File: config.mk
export PLATFORM = sky130hd
export DESIGN_NAME = inst_fetch
export DESIGN_NICKNAME = d
export VERILOG_FILES = /design/src/rtl/inst_fetch.sv
export SDC_FILE = /design/constraint.sdc
export NUM_CORES = 1
export LEC_CHECK = 0
export CAP_MARGIN = 10
export CORE_ASPECT_RATIO = 1.2
export CORE_MARGIN = 5
export CORE_UTILIZATION = 45
export CTS_CLUSTER_DIAMETER = 150
export CTS_CLUSTER_SIZE = 24
export DETAILED_ROUTE_END_ITERATION = 16
export DONT_BUFFER_PORTS = 1
export SYNTH_ARGS = -nofsm -noshare
export SYNTH_HDL_FRONTEND = slang
export SYNTH_SLANG_ARGS = --single-unit
File: constraint.sdc
create_clock -name i_clk -period 3 [get_ports i_clk]
set_clock_uncertainty 0.15 [all_clocks]
set_input_delay 0.6 -clock i_clk [delete_from_list [all_inputs] [get_ports i_clk]]
set_output_delay 0.6 -clock i_clk [all_outputs]
set_load 0.01 [all_outputs]
File: src/rtl/inst_fetch.sv
// Instruction fetch stage: word PC, single-outstanding req/ack imem reads, PC-tagged
// prefetch FIFO and a valid/ready stream to decode, with branch/jump redirect flush.
module inst_fetch #(
   parameter int          ADDR_W     = 16,
   parameter int          FIFO_DEPTH = 4,
   parameter logic [31:0] RESET_PC   = 32'h0000_0000
) (
   input  logic              i_clk,
   input  logic              i_rst_n,
   input  logic              i_start,
   input  logic              i_redirect,
   input  logic [31:0]       i_redirect_pc,
   output logic              o_imem_req,
   output logic [ADDR_W-1:0] o_imem_addr,
   input  logic              i_imem_ack,
   input  logic [31:0]       i_imem_rdata,
   output logic              o_inst_valid,
   input  logic              i_inst_ready,
   output logic [31:0]       o_inst_data,
   output logic [31:0]       o_inst_pc
);

   localparam int PTR_W = (FIFO_DEPTH > 1) ? $clog2(FIFO_DEPTH) : 1;
   localparam int CNT_W = PTR_W + 1;
   localparam logic [CNT_W-1:0] DEPTH_C = CNT_W'(FIFO_DEPTH);
   localparam logic [31:0] NOP = 32'h0000_0013;

   typedef enum logic [1:0] {
      S_IDLE  = 2'd0,
      S_RUN   = 2'd1,
      S_DRAIN = 2'd2
   } state_t;

   state_t            r_state;
   state_t            w_state_n;
   logic [31:0]       r_pc;
   logic [31:0]       w_pc_n;
   logic              r_req;
   logic              w_req_n;
   logic [ADDR_W-1:0] r_addr;
   logic [ADDR_W-1:0] w_addr_n;
   logic [PTR_W-1:0]  r_wr_ptr;
   logic [PTR_W-1:0]  r_rd_ptr;
   logic [CNT_W-1:0]  r_count;
   logic [CNT_W-1:0]  w_cnt_pop;
   logic [31:0]       r_mem_data [FIFO_DEPTH];
   logic [31:0]       r_mem_pc   [FIFO_DEPTH];
   logic              w_ack;
   logic              w_push;
   logic              w_pop;
   logic              w_flush;
   logic              w_valid;

   // Head is hidden during a redirect so a stale word is never consumed.
   assign w_valid   = (r_count != {CNT_W{1'b0}}) & ~i_redirect;
   assign w_pop     = w_valid & i_inst_ready;
   assign w_ack     = r_req & i_imem_ack;
   assign w_cnt_pop = r_count - CNT_W'(w_pop);

   assign o_inst_valid = w_valid;
   assign o_inst_data  = w_valid ? r_mem_data[r_rd_ptr] : NOP;
   assign o_inst_pc    = w_valid ? r_mem_pc[r_rd_ptr] : 32'h0000_0000;
   assign o_imem_req   = r_req;
   assign o_imem_addr  = r_addr;

   // Next-state, next-PC and request/credit decisions.
   always_comb begin
      w_state_n = r_state;
      w_pc_n    = r_pc;
      w_req_n   = r_req;
      w_addr_n  = r_addr;
      w_push    = 1'b0;
      w_flush   = 1'b0;
      case (r_state)
         S_IDLE: begin
            if (i_redirect) begin
               w_pc_n = i_redirect_pc;
            end else begin
               w_pc_n = r_pc;
            end
            if (i_start) begin
               w_state_n = S_RUN;
               w_req_n   = 1'b1;
               w_addr_n  = w_pc_n[ADDR_W-1:0];
            end else begin
               w_req_n   = 1'b0;
            end
         end
         S_RUN: begin
            if (i_redirect) begin
               w_flush = 1'b1;
               w_pc_n  = i_redirect_pc;
               if (r_req && !i_imem_ack) begin
                  // The pending read cannot be cancelled; wait it out in DRAIN.
                  w_state_n = S_DRAIN;
               end else begin
                  w_req_n  = 1'b1;
                  w_addr_n = i_redirect_pc[ADDR_W-1:0];
               end
            end else if (w_ack) begin
               w_push   = 1'b1;
               w_pc_n   = r_pc + 32'd1;
               w_req_n  = (w_cnt_pop + CNT_W'(1)) < DEPTH_C;
               w_addr_n = w_pc_n[ADDR_W-1:0];
            end else if (!r_req) begin
               w_req_n  = w_cnt_pop < DEPTH_C;
               w_addr_n = r_pc[ADDR_W-1:0];
            end else begin
               w_req_n  = 1'b1;
            end
         end
         S_DRAIN: begin
            if (i_redirect) begin
               w_flush = 1'b1;
               w_pc_n  = i_redirect_pc;
            end else begin
               w_pc_n  = r_pc;
            end
            if (w_ack) begin
               w_state_n = S_RUN;
               w_req_n   = 1'b1;
               w_addr_n  = w_pc_n[ADDR_W-1:0];
            end else begin
               w_req_n   = 1'b1;
            end
         end
         default: begin
            w_state_n = S_IDLE;
            w_req_n   = 1'b0;
         end
      endcase
   end

   // FSM, fetch PC and imem request registers.
   always_ff @(posedge i_clk or negedge i_rst_n) begin
      if (!i_rst_n) begin
         r_state <= S_IDLE;
         r_pc    <= RESET_PC;
         r_req   <= 1'b0;
         r_addr  <= {ADDR_W{1'b0}};
      end else begin
         r_state <= w_state_n;
         r_pc    <= w_pc_n;
         r_req   <= w_req_n;
         r_addr  <= w_addr_n;
      end
   end

   // FIFO pointers and occupancy.
   always_ff @(posedge i_clk or negedge i_rst_n) begin
      if (!i_rst_n) begin
         r_wr_ptr <= {PTR_W{1'b0}};
         r_rd_ptr <= {PTR_W{1'b0}};
         r_count  <= {CNT_W{1'b0}};
      end else if (w_flush) begin
         r_wr_ptr <= {PTR_W{1'b0}};
         r_rd_ptr <= {PTR_W{1'b0}};
         r_count  <= {CNT_W{1'b0}};
      end else begin
         if (w_push) begin
            r_wr_ptr <= r_wr_ptr + PTR_W'(1);
         end
         if (w_pop) begin
            r_rd_ptr <= r_rd_ptr + PTR_W'(1);
         end
         r_count <= r_count + CNT_W'(w_push) - CNT_W'(w_pop);
      end
   end

   // FIFO storage; contents are qualified by r_count so they need no reset.
   always_ff @(posedge i_clk) begin
      if (w_push) begin
         r_mem_data[r_wr_ptr] <= i_imem_rdata;
         r_mem_pc[r_wr_ptr]   <= r_pc;
      end
   end

endmodule

==> flow_summary.ini <==
[power_and_ir_drop]
p_comb_share_pct = 30.5
finalPower_w = 0.0124
p_per_area_nw_per_um2 = 835
irDropWorstVdd_mv = 0.399
internal_power_w = 0.00820
p_seq_share_pct = 50.0
switching_power_w = 0.00419
p_clk_share_pct = 19.5
leakagePower_nw = 4.90
swShare_pct = 33.8

[logic_synthesis]
synth-xor-area-share_pct = 1.36
synth_simple_gate_area_share_pct = 9.82
synth_compound_area_share_pct = 6.22
async_flop_share_pct = 18.5
synth_common_cells = edfxtp_1 (256), and2_1 (65), mux4_2 (64), dfrtp_1 (58), nand2_1 (55)
yosys.area.top_type = edfxtp_1
ys_ff_latch = 314
synthMuxAreaShare_pct = 12.0
synth_top_family_by_area = multiplexers
synthDominantCellAreaShare_pct = 56.7
synth.most_common_cell = edfxtp_1
ys_seq_area_share_pct = 67.4
synthFlopType = edfxtp_1
ys_top_cells_by_area = edfxtp_1 (57%), dfrtp_1 (11%), mux4_2 (11%)
synth.avg_cell_area_um2 = 15.4
synth.cell_area_um2 = 13600
yosys.area_share.adder_pct = 1.16
synth_edf_count = 256
yosys_warnings = 0
syn_inst = 879
syn_nets = 961
synth.distinct_cells = 57

[outcome]
status = finished, final reports clean

[setup_path]
arrival_ps = 2060
crit_type = flop to primary output
slowest_stage = mux4_2
critPathTopFamily = multiplexers
required_ps = 2250
end_kind = primary output
path_buf_inv = 1
crit_path_cell_trace = buf_4 -> mux4_2 -> or3_1
startpoint_type = flop
max_stage_delay_ps = 500
crit_path_max_fanout = 5

[final_layout]
nFillCells = 2511
utilization_pct = 50.0
area_growth_pct = 9.43
layout.nets = 967
antenna_cells = 0
drive_gt1_share_pct = 16.0

[placed_design]
dp_hpwl_mm = 19.9
portBuffers = 0
place_congestion = 0.836

[timing]
rsz0062_at_grt = no
final_max_slew_viol_count = 0
max_freq_mhz = 356
setup-violations-final = 0
finalCritPeriodShare_pct = 93.7
slew_headroom_pct = 53.8
final_hold_viol_count = 0
tightest_slew_ps = 693
min_period_ps = 2810
finalSetupTns_ps = 0

[floorplan]
rows = 69
initial_core_util_pct = 45.7
die_h_um = 200
ioPinCount = 152
dieArea_um2 = 33700
dieWidth_um = 169
core_um2 = 29700

[global_route]
grtUsageTotal_pct = 17.7
grt-ovfl-total = 0
antenna_found_initial = 0
grt_pass1_vias = 7820
grt_pass1_wl_mm = 46.8
grt_max_degree = 64

[clock_network]
cts.sinks = 314
cts_max_path_buffers = 3
clock_latency_ps = 500
htree_levels = 1
cts_buffers = 17
clk_pin_slew_ps = 90
cts_tree = built
clockRootBuffer = clkbuf_16

[route]
vias_per_cell = 5.76
routed_wl_mm = 30.0
drc = 0
via_count = 7402
drt_iter0_markers = 448
drt-wirelength-per-cell_um = 23.3
dr.pass1.iters = 5
drtAntennaViolNets = 0

[worst_hold_path]
min_path_type = input port to flop

[job]
drv_cap = 0
==> cell usage in the layout, fill, tap and decap left out, drive strengths merged, types with 12 or more instances in the layout <==
cell type / count
and2: 65
nand2: 55
xnor2: 16
and3: 12
clkbuf: 28
nand4: 18
inv: 12
nand3: 16
dfrtp: 58
mux2i: 17
a21oi: 28
mux4: 64
o21ai: 36
buf: 44
edfxtp: 256
nor2: 43
==> worst register-to-register path, cell delays in order (launching register included) <==
cell	delay, ps
dfrtp_1	580
nand4_2	250
or4_1	800
nor4_2	360
mux2i_1	230
o21ai_1	80
==> stage by stage <==
| stage | std cells | hold WS, ps | instance area, µm² | setup slack (ps) |
|---|---|---|---|---|
| CTS | 1285 | 17.2 | 14800 | 22.0 |
| floorplan | 879 | 154 | 13600 | 273 |
| global route | 1285 | 10.9 | 14800 | 58.8 |
| finish | 1285 | 47.0 | 14800 | 190 |
| detailed placement | 1250 | 158 | 14300 | 424 |
| global placement | 1250 | 157 | 14300 | 486 |
==> state kept, by name, summed over array words and instances (netlist names) <==
name	cells
r_rd_ptr	2
r_wr_ptr	2
r_mem_data	128
o_imem_req	1
r_pc	32
r_mem_pc	128
o_imem_addr	16
r_state	2
r_count	3
==> logic make-up (layout without fill, tap and decap cells) <==
group,Yosys count,after routing
AND/OR/NAND/NOR,248,248
XOR/XNOR,21,21
multiplexers,83,83
buffers and inverters,70,86
AO/OA/AOI/OAI,131,131
flip-flops,314,314
adder cells (fa/ha/maj),12,12
==> repair_timing <==
item | CTS | global route
resized for setup | 0 | 1
endpoints found under the setup margin | 13 | 61
endpoints found under the hold margin | 58 | 0
hold buffers | 2 | 0
setup buffers | 4 | 0
pin swaps | 0 | 0
==> final cells by class <==
cell class	instances	area, µm²	area share, %
clock buffers	28	467	3.14
clock inverters	1	30.0	0.202
inverters	12	45.0	0.303
multi-input cells	495	4190	28.2
flip-flops and latches	314	9140	61.6
well taps	390	488	3.29
repair buffers	45	485	3.27
==> power groups by stage <==
stage	sequential (W)	clock, W	combinational (W)
3_3_place_gp	0.00629	0	0.00371
2_1_floorplan	0.00602	0	0.00285
3_5_place_dp	0.00632	0	0.00375
4_1_cts	0.00619	0.00252	0.00385
6_report	0.00619	0.00242	0.00378
5_1_grt	0.00629	0.00269	0.00417
==> layer usage <==
metal  GRT usage (%)  share of wire [%]  vias to the layer above
met5               0                  0                        -
met3            4.28                6.9                       32
met2            31.2                 51                      181
met4            3.42                1.5                        0
li1                -                  -                     3409
met1            22.3                 40                     3780
==> final timing paths <==
check | endpoint | slack, ps | start | cells past startpoint
setup / recovery | o_inst_data[0] | 190 | r_rd_ptr[0] | 3
hold / removal | r_mem_data[2][0] | 50 | i_imem_rdata[0] | 0
setup reg to reg | r_pc[27] | 440 | r_pc[9] | 5
hold reg to reg | o_imem_addr[10] | 420 | o_imem_addr[10] | 2
max in group asynchronous | r_rd_ptr[0] | 1940 | i_rst_n | 2
min in group asynchronous | r_pc[13] | 460 | i_rst_n | 2
(Power assumes the default switching activity.)
